## src/rtl/instruction_fetch_if.sv

```systemverilog
// ============================================================================
// Module      : instruction_fetch_if
// Description : Fetch-unit bundle: instruction-memory request/response,
//               redirect input and decode handoff.
// Revision    : 1.0 - initial release
// ============================================================================
`default_nettype none

interface instruction_fetch_if;
  logic        redirect;
  logic [31:0] redirect_pc;
  logic        imem_req;
  logic [31:0] imem_addr;
  logic        imem_gnt;
  logic        imem_rvalid;
  logic [31:0] imem_rdata;
  logic        instr_valid;
  logic        instr_ready;
  logic [31:0] instruction;
  logic [31:0] pc;

  // master: the fetch unit itself
  modport master (
    input  redirect, redirect_pc, imem_gnt, imem_rvalid, imem_rdata, instr_ready,
    output imem_req, imem_addr, instr_valid, instruction, pc
  );

  // slave: memory/decode/branch side
  modport slave (
    output redirect, redirect_pc, imem_gnt, imem_rvalid, imem_rdata, instr_ready,
    input  imem_req, imem_addr, instr_valid, instruction, pc
  );
endinterface

`default_nettype wire

```

## src/rtl/instruction_fetch.sv

```systemverilog
// ============================================================================
// Module      : instruction_fetch
// Description : Single-outstanding instruction fetch unit with redirect and
//               decode handoff; BOOT -> REQ -> WAIT -> HOLD loop.
// Revision    : 1.0 - initial release
// ============================================================================
`default_nettype none

module instruction_fetch #(
  parameter logic [31:0] RESET_PC = 32'h0000_0000
) (
  input  wire logic             clk,
  input  wire logic             rst_n,
  instruction_fetch_if.master   bus
);

  typedef enum logic [1:0] {
    BOOT = 2'd0,
    REQ  = 2'd1,
    WAIT = 2'd2,
    HOLD = 2'd3
  } state_t;

  state_t      state;
  logic [31:0] fetch_pc;
  logic        discard;
  logic        req;
  logic        valid;
  logic [31:0] instr_q;
  logic [31:0] pc_q;

  // Redirect targets are word aligned; the low bits carry no information.
  logic unused_redirect_bits;
  assign unused_redirect_bits = ^bus.redirect_pc[1:0];

  always_ff @(posedge clk or negedge rst_n) begin
    if (!rst_n) begin
      state    <= BOOT;
      fetch_pc <= RESET_PC;
      discard  <= 1'b0;
      req      <= 1'b0;
      valid    <= 1'b0;
      instr_q  <= 32'h0;
      pc_q     <= 32'h0;
    end else begin
      case (state)
        BOOT: begin
          state <= REQ;
          req   <= 1'b1;
        end
        REQ: begin
          if (bus.imem_gnt) begin
            state   <= WAIT;
            req     <= 1'b0;
            discard <= bus.redirect;
          end
        end
        WAIT: begin
          if (bus.imem_rvalid) begin
            discard <= 1'b0;
            if (discard || bus.redirect) begin
              state <= REQ;
              req   <= 1'b1;
            end else begin
              state   <= HOLD;
              valid   <= 1'b1;
              instr_q <= bus.imem_rdata;
              pc_q    <= fetch_pc;
            end
          end else if (bus.redirect) begin
            // Response still in flight for the old path; drop it on arrival.
            discard <= 1'b1;
          end
        end
        HOLD: begin
          if (bus.redirect || bus.instr_ready) begin
            state <= REQ;
            req   <= 1'b1;
            valid <= 1'b0;
            if (!bus.redirect) begin
              fetch_pc <= fetch_pc + 32'd4;
            end
          end
        end
        default: begin
          state <= BOOT;
          req   <= 1'b0;
          valid <= 1'b0;
        end
      endcase
      // Last assignment wins: redirect overrides any sequential increment.
      if (bus.redirect) begin
        fetch_pc <= {bus.redirect_pc[31:2], 2'b00};
      end
    end
  end

  assign bus.imem_req    = req;
  assign bus.imem_addr   = fetch_pc;
  assign bus.instr_valid = valid;
  assign bus.instruction = instr_q;
  assign bus.pc          = pc_q;

endmodule

`default_nettype wire

```

## src/flat_wrapper.sv

```systemverilog
// flat-port wrapper written by rule: the top's interface ports become plain ports
module instruction_fetch_flat 
#(
  parameter logic [31:0] RESET_PC = 32'h0000_0000
)
  (clk, rst_n, bus_redirect, bus_redirect_pc, bus_imem_gnt, bus_imem_rvalid, bus_imem_rdata, bus_instr_ready, bus_imem_req, bus_imem_addr, bus_instr_valid, bus_instruction, bus_pc);
  instruction_fetch_if bus_i ();
  input  wire logic clk;
  input  wire logic rst_n;
  input wire logic [$bits(bus_i.redirect)-1:0] bus_redirect;
  input wire logic [$bits(bus_i.redirect_pc)-1:0] bus_redirect_pc;
  input wire logic [$bits(bus_i.imem_gnt)-1:0] bus_imem_gnt;
  input wire logic [$bits(bus_i.imem_rvalid)-1:0] bus_imem_rvalid;
  input wire logic [$bits(bus_i.imem_rdata)-1:0] bus_imem_rdata;
  input wire logic [$bits(bus_i.instr_ready)-1:0] bus_instr_ready;
  output wire logic [$bits(bus_i.imem_req)-1:0] bus_imem_req;
  output wire logic [$bits(bus_i.imem_addr)-1:0] bus_imem_addr;
  output wire logic [$bits(bus_i.instr_valid)-1:0] bus_instr_valid;
  output wire logic [$bits(bus_i.instruction)-1:0] bus_instruction;
  output wire logic [$bits(bus_i.pc)-1:0] bus_pc;
  assign bus_i.redirect = bus_redirect;
  assign bus_i.redirect_pc = bus_redirect_pc;
  assign bus_i.imem_gnt = bus_imem_gnt;
  assign bus_i.imem_rvalid = bus_imem_rvalid;
  assign bus_i.imem_rdata = bus_imem_rdata;
  assign bus_i.instr_ready = bus_instr_ready;
  assign bus_imem_req = bus_i.imem_req;
  assign bus_imem_addr = bus_i.imem_addr;
  assign bus_instr_valid = bus_i.instr_valid;
  assign bus_instruction = bus_i.instruction;
  assign bus_pc = bus_i.pc;
  instruction_fetch #(.RESET_PC(RESET_PC)) u_core (.clk(clk), .rst_n(rst_n), .bus(bus_i));
endmodule
```

## config.mk

```make
export PLATFORM = sky130hd
export DESIGN_NAME = instruction_fetch_flat
export DESIGN_NICKNAME = d
export VERILOG_FILES = /design/src/rtl/instruction_fetch_if.sv /design/src/rtl/instruction_fetch.sv /design/src/flat_wrapper.sv
export SDC_FILE = /design/constraint.sdc
export NUM_CORES = 1
export LEC_CHECK = 0
export CAP_MARGIN = 10
export CORE_ASPECT_RATIO = 1.1
export CORE_MARGIN = 2
export CORE_UTILIZATION = 57
export CTS_CLUSTER_SIZE = 24
export DETAILED_ROUTE_END_ITERATION = 6
export DONT_BUFFER_PORTS = 1
export GPL_ROUTABILITY_DRIVEN = 0
export PLACE_DENSITY = 0.81
export SETUP_SLACK_MARGIN = 0.3
export SYNTH_ARGS = -nofsm -noshare
export SYNTH_HDL_FRONTEND = slang
export SYNTH_SLANG_ARGS = --single-unit
```

## constraint.sdc

```tcl
create_clock -name clk -period 2.99 [get_ports clk]
set_clock_uncertainty 0.2 [all_clocks]
set_input_delay 0.598 -clock clk [delete_from_list [all_inputs] [get_ports clk]]
set_output_delay 0.598 -clock clk [all_outputs]
set_load 0.05 [all_outputs]
```

==> reports/metrics.cfg <==
[global_route]
antenna_found_initial = 0
grt_max_degree = 98
grt_pass1_vias = 2927
grt_first_pass_wirelength_mm = 13.6
grt_remaining_overflow = 0
grt.total_usage_pct = 20.7

[cells_and_area]
diodes = 0
nets = 461
final_core_util_pct = 64.7
area_growth_pct = 10.1
final_area_um2 = 4840
final_layout_size_suffix_gt1_share_pct = 28.5
layout_commonest_cell = dfrtp_1
stdcell_count = 495
layout_common_cells = dfrtp_1 (97), mux2_2 (62), nand2_1 (29)

[cts]
cts.sink_count = 97
cts_buffers = 9
clock_latency_ps = 350
path_clk_slew_ps = 100
htreeDepth = 3
clockBufferDepth = 2
root_buffer = clkbuf_8
cts_tree = built
cts_resized = 0

[yosys]
synth_flop_cell = dfrtp_1
synth.avg_cell_area_um2 = 11.9
async_flop_share_pct = 100
synth.distinct_cells = 41
ys_ff_latch = 97
synth_area_um2 = 4400
syn_inst = 368
ys_seq_area_share_pct = 55.2
synth_edf_count = 0
yosys_warnings = 0

[sta]
rsz0062_at_grt = false
maxSlewViolCount = 0
min_period_ps = 2410
tightest_slew_ps = 670
slew_headroom_pct = 55.3
finalHoldViolCount = 97
finalCritPeriodShare_pct = 80.6
finalSetupViolations = 0
fmax_ghz = 0.415
setup_slack_ps = 580
tns_ps = 0
worst_hold_slack_ps = -273

[setup_path]
cp_data_required_time_ps = 3050
endpoint = u_core.bus.imem_addr[21]$_DFFE_PN0P_
worst_r2r_endpoint = u_core.bus.imem_addr[21]$_DFFE_PN0P_
crit-reg2reg-launch = u_core.state[0]$_DFFE_PN0P_
endpoint_kind = flip-flop
ff2ff_path_depth = 6
cp-start-kind = flip-flop
cp-startpoint = u_core.state[0]$_DFFE_PN0P_
reg2reg_slack_ps = 580
critPathArrivalTime_ps = 2470
worstPathMaxFanout = 16
worstSetupPathType = reg2reg

[routing]
drc_errors = 0
drt_pre_antenna_iters = 4
ant_nets = 0
wl_mm = 8.91
vias = 2942
drtIter0Drc = 149
viasPerCell = 5.94
wl_per_cell_um = 18.0

[status]
violations = negative hold slack
status = complete, but fails checks

[die]
dieArea_um2 = 8430
io_pins = 168
rows = 33
fp.coreArea_um2 = 7470
die_x_um = 87.7
die_h_um = 96.1
initial_utilization_pct = 58.8

[pwr]
ir_worst_vdd_mv = 0.484
powerDensity_nw_per_um2 = 1110
leakage_nw = 2.12
power_mw = 5.35

[placed_design]
place_area_um2 = 4600
dpl.cell_count = 479
portBuffers = 0
dp_slack_ps = 380
dpl.hpwl_mm = 6.19

[min_path]
hold_path_class = in2async

[run]
maxCapViolations = 0

==> cells in the mapped netlist, types with 2 or more instances <==
cell type  count  area, µm²
nand4_1       10       62.6
or3_2          2       15.0
a31oi_1       19        119
buf_4          4       30.0
clkbuf_1      12       45.0
dfrtp_1       97       2430
a21oi_1        2       10.0
clkbuf_8       3       41.3
mux2_2        62        698
nor2_1        20       75.1
and4_1         2       17.5
xor2_1         7       61.3
inv_1          6       22.5
mux2i_1        2       20.0
buf_6          3       33.8
and3_1         4       25.0
xnor2_1        4       35.0
nand3_1       11       55.1
o21ai_0       18       90.1
nand2_1       29        109
o31ai_1       13       97.6
ha_1           5       62.6
or4_1         14        105
and4_2         2       20.0
==> registers in the layout, indices dropped and copies added (netlist names) <==
name and count:
u_core.bus.instruction 32, u_core.state 2, u_core.bus.pc 30, u_core.bus.imem_req 1, u_core.bus.imem_addr 30, u_core.bus.instr_valid 1, u_core.discard 1
==> worst min path at each step <==
stage                                                end  slack (ps)  depth (start not counted)
CTS                 u_core.bus.imem_addr[12]$_DFFE_PN0P_        -290                          0
floorplan           u_core.bus.imem_addr[10]$_DFFE_PN0P_         100                          0
detailed placement  u_core.bus.imem_addr[12]$_DFFE_PN0P_         100                          0
global route        u_core.bus.imem_addr[12]$_DFFE_PN0P_        -300                          0
global placement           u_core.bus.pc[12]$_DFFE_PN0P_         100                          0
finish              u_core.bus.imem_addr[12]$_DFFE_PN0P_        -270                          0
==> worst max-delay path, cell delays in order (launching register included) <==
cell and delay (ps):
dfrtp_1 410, ha_1 260, and4_1 320, nand4_1 160
buf_4 230, or4_2 540, a31oi_1 210
==> power breakdown <==
part	total, mW	internal (mW)	switching (mW)
clock network	0.985	0.552	0.434
logic	0.861	0.447	0.414
registers	3.50	1.74	1.77
total	5.35	2.74	2.61
==> final cells by class <==
| class | instances | area (µm²) |
|---|---|---|
| clock buffer | 10 | 128 |
| clock inverter | 5 | 105 |
| fill | 569 | 2640 |
| inverter | 7 | 26.3 |
| multi-input combinational | 244 | 1810 |
| sequential | 97 | 2430 |
| tap | 105 | 131 |
| timing repair buffer | 27 | 215 |
==> layer usage <==
metal  up-vias  global-route usage (%)  part of all wire [%]  wire length (µm)
met4         0                    8.59                   1.4               124
met1      1468                    23.4                    39              3510
met3        11                    5.66                   5.6               503
met2        89                    36.6                    54              4780
met5         -                       0                     0                 0
li1       1374                       -                     -                 -
==> cells by family (layout without fill, tap and decap cells) <==
kind of cell               count (synthesis)  count (layout)  share of synthesized area, %
and+or+nand+nor                          104             104                          12.6
DFF                                       97              97                          55.2
muxes                                     64              64                          16.3
AOI/OAI and AO/OA                         56              56                          7.97
buffers and inverters                     30              49                          4.13
xor gates and xnor gates                  11              11                          2.19
adders and majority gates                  5               5                          1.42
other                                      1               4                        0.0853
==> what timing repair did <==
item,4_1_cts,5_1_grt
endpoints found under the hold margin,97,97
setup buffers,0,1
setup endpoints to repair,0,8
(Power assumes the default switching activity.)
